$ cat src/rtl/status_reg.sv
// 6502 processor status register (P) with the decimal-mode correction sequencer
// that drives the BCD correction constant into the ALU during the ADC/SBC adjust pass.
module status_reg #(
    parameter logic [7:0] RESET_P = 8'h34
) (
    input  logic       clk,
    input  logic       reset,
    input  logic       alu_c,
    input  logic       alu_n,
    input  logic       alu_z,
    input  logic       alu_v,
    input  logic       alu_hc,
    input  logic       alu_dhc,
    input  logic       alu_dc,
    input  logic [7:0] db,
    input  logic [3:0] upd,
    input  logic       b_in,
    input  logic       dec_go,
    input  logic       sub,
    output logic [7:0] P,
    output logic [7:0] adj,
    output logic       adj_busy,
    output logic       D
);

    typedef enum logic {
        IDLE = 1'b0,
        ADJ  = 1'b1
    } state_t;

    localparam logic [3:0] UPD_NZ   = 4'd1;
    localparam logic [3:0] UPD_NZC  = 4'd2;
    localparam logic [3:0] UPD_NZCV = 4'd3;
    localparam logic [3:0] UPD_BIT  = 4'd4;
    localparam logic [3:0] UPD_PLP  = 4'd5;
    localparam logic [3:0] UPD_CLC  = 4'd6;
    localparam logic [3:0] UPD_SEC  = 4'd7;
    localparam logic [3:0] UPD_CLI  = 4'd8;
    localparam logic [3:0] UPD_SEI  = 4'd9;
    localparam logic [3:0] UPD_CLD  = 4'd10;
    localparam logic [3:0] UPD_SED  = 4'd11;
    localparam logic [3:0] UPD_CLV  = 4'd12;

    state_t     state, state_nxt;
    logic       n_q, v_q, d_q, i_q, z_q, c_q;
    logic       n_nxt, v_nxt, d_nxt, i_nxt, z_nxt, c_nxt;
    logic       cf_q, cf_nxt;
    logic [7:0] adj_q, adj_nxt;

    // Nibble/byte correction requests seen at the end of the binary pass.
    logic dec_lo, dec_hi, dec_cf;

    assign dec_lo = sub ? ~alu_hc : (alu_dhc | alu_hc);
    assign dec_hi = sub ? ~alu_c  : (alu_dc  | alu_c);
    assign dec_cf = sub ? alu_c   : dec_hi;

    function automatic logic [7:0] adj_const(input logic is_sub, input logic hi, input logic lo);
        logic [7:0] k;
        if (is_sub) begin
            case ({hi, lo})
                2'b00:   k = 8'h00;
                2'b01:   k = 8'hFA;
                2'b10:   k = 8'hA0;
                default: k = 8'h9A;
            endcase
        end else begin
            k = {(hi ? 4'h6 : 4'h0), (lo ? 4'h6 : 4'h0)};
        end
        return k;
    endfunction

    always_comb begin
        // NOTE: every signal driven here gets a default first, so no path leaves one unassigned and no latch is inferred.
        state_nxt = state;
        n_nxt     = n_q;
        v_nxt     = v_q;
        d_nxt     = d_q;
        i_nxt     = i_q;
        z_nxt     = z_q;
        c_nxt     = c_q;
        cf_nxt    = cf_q;
        adj_nxt   = 8'h00;

        case (upd)
            UPD_NZ: begin
                n_nxt = alu_n;
                z_nxt = alu_z;
            end
            UPD_NZC: begin
                n_nxt = alu_n;
                z_nxt = alu_z;
                c_nxt = alu_c;
            end
            UPD_NZCV: begin
                n_nxt = alu_n;
                z_nxt = alu_z;
                c_nxt = alu_c;
                v_nxt = alu_v;
            end
            UPD_BIT: begin
                n_nxt = db[7];
                v_nxt = db[6];
                z_nxt = alu_z;
            end
            UPD_PLP: begin
                n_nxt = db[7];
                v_nxt = db[6];
                d_nxt = db[3];
                i_nxt = db[2];
                z_nxt = db[1];
                c_nxt = db[0];
            end
            UPD_CLC: c_nxt = 1'b0;
            UPD_SEC: c_nxt = 1'b1;
            UPD_CLI: i_nxt = 1'b0;
            UPD_SEI: i_nxt = 1'b1;
            UPD_CLD: d_nxt = 1'b0;
            UPD_SED: d_nxt = 1'b1;
            UPD_CLV: v_nxt = 1'b0;
            default: ;
        endcase

        // Sequencer looks at the stored D, so a same-edge PLP/SED/CLD cannot change this decision.
        case (state)
            IDLE: begin
                if (dec_go && d_q) begin
                    state_nxt = ADJ;
                    cf_nxt    = dec_cf;
                    adj_nxt   = adj_const(sub, dec_hi, dec_lo);
                end
            end
            ADJ: begin
                state_nxt = IDLE;
                c_nxt     = cf_q;
            end
            default: state_nxt = IDLE;
        endcase
    end

    always_ff @(posedge clk) begin
        if (reset) begin
            state <= IDLE;
            n_q   <= RESET_P[7];
            v_q   <= RESET_P[6];
            d_q   <= RESET_P[3];
            i_q   <= RESET_P[2];
            z_q   <= RESET_P[1];
            c_q   <= RESET_P[0];
            // NOTE: cf_q is a single control register, not a memory, so it is reset along with the rest.
            cf_q  <= 1'b0;
            adj_q <= 8'h00;
        end else begin
            // NOTE: non-blocking assignments keep every register sampling the pre-edge values.
            state <= state_nxt;
            n_q   <= n_nxt;
            v_q   <= v_nxt;
            d_q   <= d_nxt;
            i_q   <= i_nxt;
            z_q   <= z_nxt;
            c_q   <= c_nxt;
            cf_q  <= cf_nxt;
            adj_q <= adj_nxt;
        end
    end

    assign P        = {n_q, v_q, 1'b1, b_in, d_q, i_q, z_q, c_q};
    assign adj      = adj_q;
    assign adj_busy = (state == ADJ);
    assign D        = d_q;

endmodule

$ cat config.mk
export PLATFORM = sky130hd
export DESIGN_NAME = status_reg
export DESIGN_NICKNAME = d
export VERILOG_FILES = /design/src/rtl/status_reg.sv
export SDC_FILE = /design/constraint.sdc
export NUM_CORES = 1
export LEC_CHECK = 0
export BUFFER_PORTS_ARGS = -buffer_cell sky130_fd_sc_hd__buf_2
export CAP_MARGIN = 10
export CORE_MARGIN = 1
export CORE_UTILIZATION = 40
export DETAILED_ROUTE_END_ITERATION = 10
export PLACE_DENSITY = 0.72
export SLEW_MARGIN = 10
export SYNTH_ARGS = -nofsm -noshare
export SYNTH_HDL_FRONTEND = slang
export SYNTH_SLANG_ARGS = --single-unit
$ cat constraint.sdc
create_clock -name clk -period 1.1 [get_ports clk]
set_input_delay 0.165 -clock clk [delete_from_list [all_inputs] [get_ports clk]]
set_output_delay 0.165 -clock clk [all_outputs]
set_load 0.01 [all_outputs]
# [Yosys cells after proc, flatten, opt, wreduce, memory -nomap -nowiden]
# Index checks and enable logic that the tools add are counted.
[classes] n_mux=16 n_eq_ne=14 n_bitwise=6 reduce_logical=14
[op_table] op="case mux 8 bit (3 select lines)" count=1
[op_table] op="== test 4 bit, second input constant" count=5
[op_table] op="== test 4 x 3 -> 1 bit, second input constant" count=4
[op_table] op="case mux 1 bit (3 select lines)" count=3
[op_table] op="nonzero test 3 bit" count=3
[op_table] op="== test 4 x 2 -> 1 bit, second input constant" count=2
[op_table] op="two-way mux 8 bit" count=1
[op_table] op="two-way mux 3 bit" count=2
[op_table] op="case mux 1 bit (2 select lines)" count=3
[op_table] op="OR reduction 3 bit" count=2
[op_table] op="two-way mux 1 bit" count=5
[op_table] op="nonzero test 5 bit" count=1
[op_table] op="== test 4 x 1 -> 1 bit, second input constant" count=1
[op_table] op="inverter 1 bit" count=4
[op_table] op="case mux 1 bit (4 select lines)" count=1
[op_table] op="nonzero test 2 bit" count=2
[op_table] op="OR reduction 2 bit" count=2
[op_table] op="OR reduction 4 bit" count=1
[op_table] op="== test 2 x 1 -> 1 bit, second input constant" count=1
[op_table] op="== test 2 bit, second input constant" count=1
[op_table] op="logical NOT 2 bit" count=1
[op_table] op="bitwise OR 1 bit" count=2
[op_table] op="AND reduction 2 bit" count=1
[op_table] op="logical AND 1 bit" count=1
[word_totals] elab_cells=59 in_bits=24 reg_bits=16 output_inout_bits=18

# [Logic depth before layout (Yosys ltp)]
[depth] word_depth=5 mapped_depth=7

# [Worst setup path after synthesis]
# No wires, ideal clock.
[synth_path] path_type="input to register" start="input sub" end="register adj_q[5], in the netlist adj[5]" stages=6 path_buffers=1 setup_ns=0.133 slack_ns=-0.072 arrival_time_ns=1.040 cell_sequence="clkbuf_1 > nor3_1 > a21o_1 > ha_1 > inv_1 > a21oi_1"
[synth_via] elab_chain_len=4 elab_cells_between_ends=8
[synth_rtl] item="start: declaration" line_no="19" rtl="input logic sub,"
[synth_rtl] item="two-way mux 1 bit (on tied branches)" line_no="53, 54"
[synth_rtl] item="== test 2 bit (tied with other cells)" line_no="60" rtl="case ({hi, lo})"
[synth_rtl] item="case mux 8 bit (3 select lines)" line_no="60"
[synth_rtl] item="two-way mux 8 bit *" line_no="59" rtl="if (is_sub) begin"
[synth_rtl] item="end signal: assignment" line_no="162" rtl="adj_q <= adj_nxt;"
[synth_rtl] item="end: declaration" line_no="48" rtl="logic [7:0] adj_q, adj_nxt;"
# Every way passes the cells marked *; elsewhere a longest branch is shown, timed or not.
# A chain may end at the register's enable or synchronous reset.

# [Final worst setup path]
[layout_path] start="register d_q, in the netlist D" end="register adj_q[5], in the netlist adj[5]"
[layout_via] elab_chain_len=3
[layout_rtl] item="start: declaration" line_no="45" rtl="logic n_q, v_q, d_q, i_q, z_q, c_q;"
[layout_rtl] item="start signal: assignment" line_no="145" rtl="d_q <= RESET_P[3];"
[layout_rtl] item="start signal: assignment" line_no="157" rtl="d_q <= d_nxt;"
[layout_rtl] item="logical AND 1 bit" line_no="126" rtl="if (dec_go && d_q) begin"
[layout_rtl] item="inverter 1 bit (no source line)"
[layout_rtl] item="OR reduction 3 bit (no source line)"
# No other way between the ends.

==> impl_metrics.csv <==
group,metric,value,unit
status,outcome,"finished clean",
cts,h-tree-depth,1,
route,post_drt_wl_per_cell,11.0,µm
timing,timing.hold.ws,87.4,ps
global_routing,antenna_found_initial,0,
route,wl,1860,µm
power,seq_power_share,46.1,%
final_layout,final_cell_mix,"35 x buf_2, 18 x buf_4, 13 x dfxtp_1, 10 x nor2_1, 7 x nand2_1",
yosys,seq_area_frac_synth,33.8,%
cts,clk_pin_slew,80,ps
power,cellPowerDensity,1050,nW/µm²
worst_setup_path,cp.arrival,1290,ps
global_routing,track_usage,16.0,%
yosys,syn-mean-instance-area,8.30,µm²
timing,rsz0062_at_grt,"yes",
timing,max_freq,0.929,GHz
route,m1WireLength,829,µm
yosys,syn_inst,100,
die,start_util,42.3,%
worst_setup_path,critical_path.startpoint_type,"register",
yosys,synth_flop_cell,"dfxtp_1",
global_routing,grt_pass1_vias,704,
cts,cts_root_buf,"clkbuf_4",
cts,clk_path_buf_depth,2,
yosys,synth_top_area_share,33.8,%
yosys,yosysTopAreaCell,"dfxtp_1",
die,rows,16,
yosys,syn_area,830,µm²
die,coreArea,1960,µm²
cts,clock_sinks,14,
timing,setup_viol,0,
final_layout,layout_commonest_cell,"buf_2",
timing,period_needed,1080,ps
yosys,synth_cell_type_count,39,
worst_setup_path,cp_cell_sequence,"nand2_1 > or3_4 > inv_2 > nand2b_1 > a21oi_1",
yosys,synth_area_leaders,"dfxtp_1 34%, buf_4 9.0%, nor2_1 4.5%",
cts,clock_latency,270,ps
cts,cts_tree,"done",
power,fin_total_pwr,1.16,mW
die,io_pins,42,
global_routing,grt_max_degree,10,
worst_setup_path,cp_num_buf_inv,1,
worst_setup_path,worst_ep_required_time,1310,ps
final_layout,drive_above_1_share,46.5,%
route,highest_layer,"met3",
yosys,yosys_warnings,0,
route,met2_length,895,µm
place,hpwl,1530,µm
final_layout,fillerInstances,219,
timing,period_share,97.8,%
final_layout,antenna-diode-count,0,
job,cap_violations,0,
place,gp_congestion,0.830,
final_layout,area_growth,33.0,%
place,dpl_worst_slack,-103,ps
global_routing,grt_pass1_wl,2590,µm
route,met3_length,130,µm
yosys,synthArstFlopShare,0,%
die,die_w,47.5,µm
route,initialDrtViolationCount,9,
timing,fin_ws,23.8,ps
die,die_area,2260,µm²
timing,report.final.slew_viol_count,0,
worst_setup_path,slowest_stage,"or3_4",
worst_setup_path,critPathKind,"reg2reg",
worst_setup_path,cp_max_fo,3,
power,comb_power_share,22.6,%
yosys,synth_nets,126,
place,port_buffers,35,
power,netSwitchingPower,0.296,mW
power,leakage,0.592,nW
power,netSwitchingFraction,25.5,%
hold_path,hold_path.class,"in2reg",
worst_setup_path,critical_path.max_stage_delay,350,ps
die,die_h,47.5,µm
cts,cts-buffers-inserted,3,
timing,hold_viol_final,0,
route,drc,0,
timing,fin_skew,1.86,ps
worst_setup_path,path_delay_family,"simple AND/OR/NAND/NOR gates",
power,p_int,0.863,mW
power,p_clk_share,31.3,%
route,drtPass1Iterations,4,
route,vias,800,
yosys,synth_seq_cells,14,
final_layout,nNetsFinal,169,
global_routing,grt-ovfl-total,0,
route,drt-vias-per-instance,4.73,
yosys,synth_edf_count,0,
route,final_antenna_net_count,0,
power,max-vdd-ir-drop,0.684,mV
worst_setup_path,cp-end-kind,"register",
==> cell type report <==
cell class | count | area [µm²] | area share, %
timing repair buffer | 53 | 310 | 28.1
tap | 27 | 33.8 | 3.06
multi-input combinational | 63 | 412 | 37.3
clock buffer | 4 | 36.3 | 3.29
sequential | 14 | 282 | 25.5
inverter | 8 | 30.0 | 2.72
==> metrics by stage <==
step / instance area, µm² / TNS [ps] / utilization (%) / cells
6_report: 1100 / 0 / 56.3 / 169
5_1_grt: 1100 / -102 / 56.3 / 169
4_1_cts: 1090 / 0 / 55.7 / 168
3_5_place_dp: 1060 / -319 / 53.8 / 164
3_3_place_gp: 1060 / -162 / 53.8 / 164
2_1_floorplan: 832 / 0 / - / 100
==> worst register-to-register path: stages, from the launching register on <==
cell	delay [ps]
dfxtp_2	330
nand2_1	60
or3_4	350
inv_2	80
nand2b_1	90
a21oi_1	120
==> final timing paths <==
path                     start  slack [ps]                end  depth (start not counted)
max             D$_SDFFE_PP0P_          20  adj[5]$_SDFF_PP0_                          5
min reg2reg  cf_q$_SDFFE_PP0P_         500  cf_q$_SDFFE_PP0P_                          2
max reg2reg     D$_SDFFE_PP0P_          20  adj[5]$_SDFF_PP0_                          5
min                     alu_hc          90  adj[3]$_SDFF_PP0_                          2
==> what timing repair did <==
action | in CTS | in global routing
setup buffers | 0 | 1
endpoints found under the setup margin | 0 | 4
resized for setup | 0 | 1
hold buffers | 0 | 0
==> state kept, by name, summed over array words and instances (netlist names) <==
signal / flops
n_q: 1
z_q: 1
i_q: 1
v_q: 1
D: 1
c_q: 1
adj_busy: 1
cf_q: 1
adj: 6
==> routing by layer <==
| metal | vias to the layer above | global-route usage [%] |
|---|---|---|
| met5 | - | 0 |
| met4 | 0 | 7.22 |
| met3 | 0 | 3.02 |
| met2 | 34 | 27.9 |
| met1 | 354 | 19.0 |
| li1 | 412 | - |
==> Yosys cell counts (all sizes together), types with 2 or more instances <==
cell type,n
ha,2
mux2i,2
a211oi,2
a21oi,7
o21ai,3
buf,14
nand2,7
dfxtp,14
and2,2
a21o,2
nand2b,2
inv,8
conb,2
nor2,10
nor3,3
a32oi,2
==> kinds of logic after synthesis <==
group           Yosys count  share of synthesized area (%)
compound gates           24                           20.5
buf+inv                  23                           17.0
simple gates             32                           20.5
fa+ha+maj                 2                           3.02
flops                    14                           33.8
mux                       3                           4.22
other cells               2                          0.905
==> power groups by stage <==
stage                     clock network [mW]  registers, mW  logic, mW
after floorplan                            0          0.551      0.161
after global placement                     0          0.546      0.251
after detailed placement                   0          0.546      0.260
after CTS                              0.374          0.535      0.261
after global routing                   0.396          0.536      0.292
final                                  0.362          0.534      0.262
Note: power is estimated with default switching activity, not from simulation.
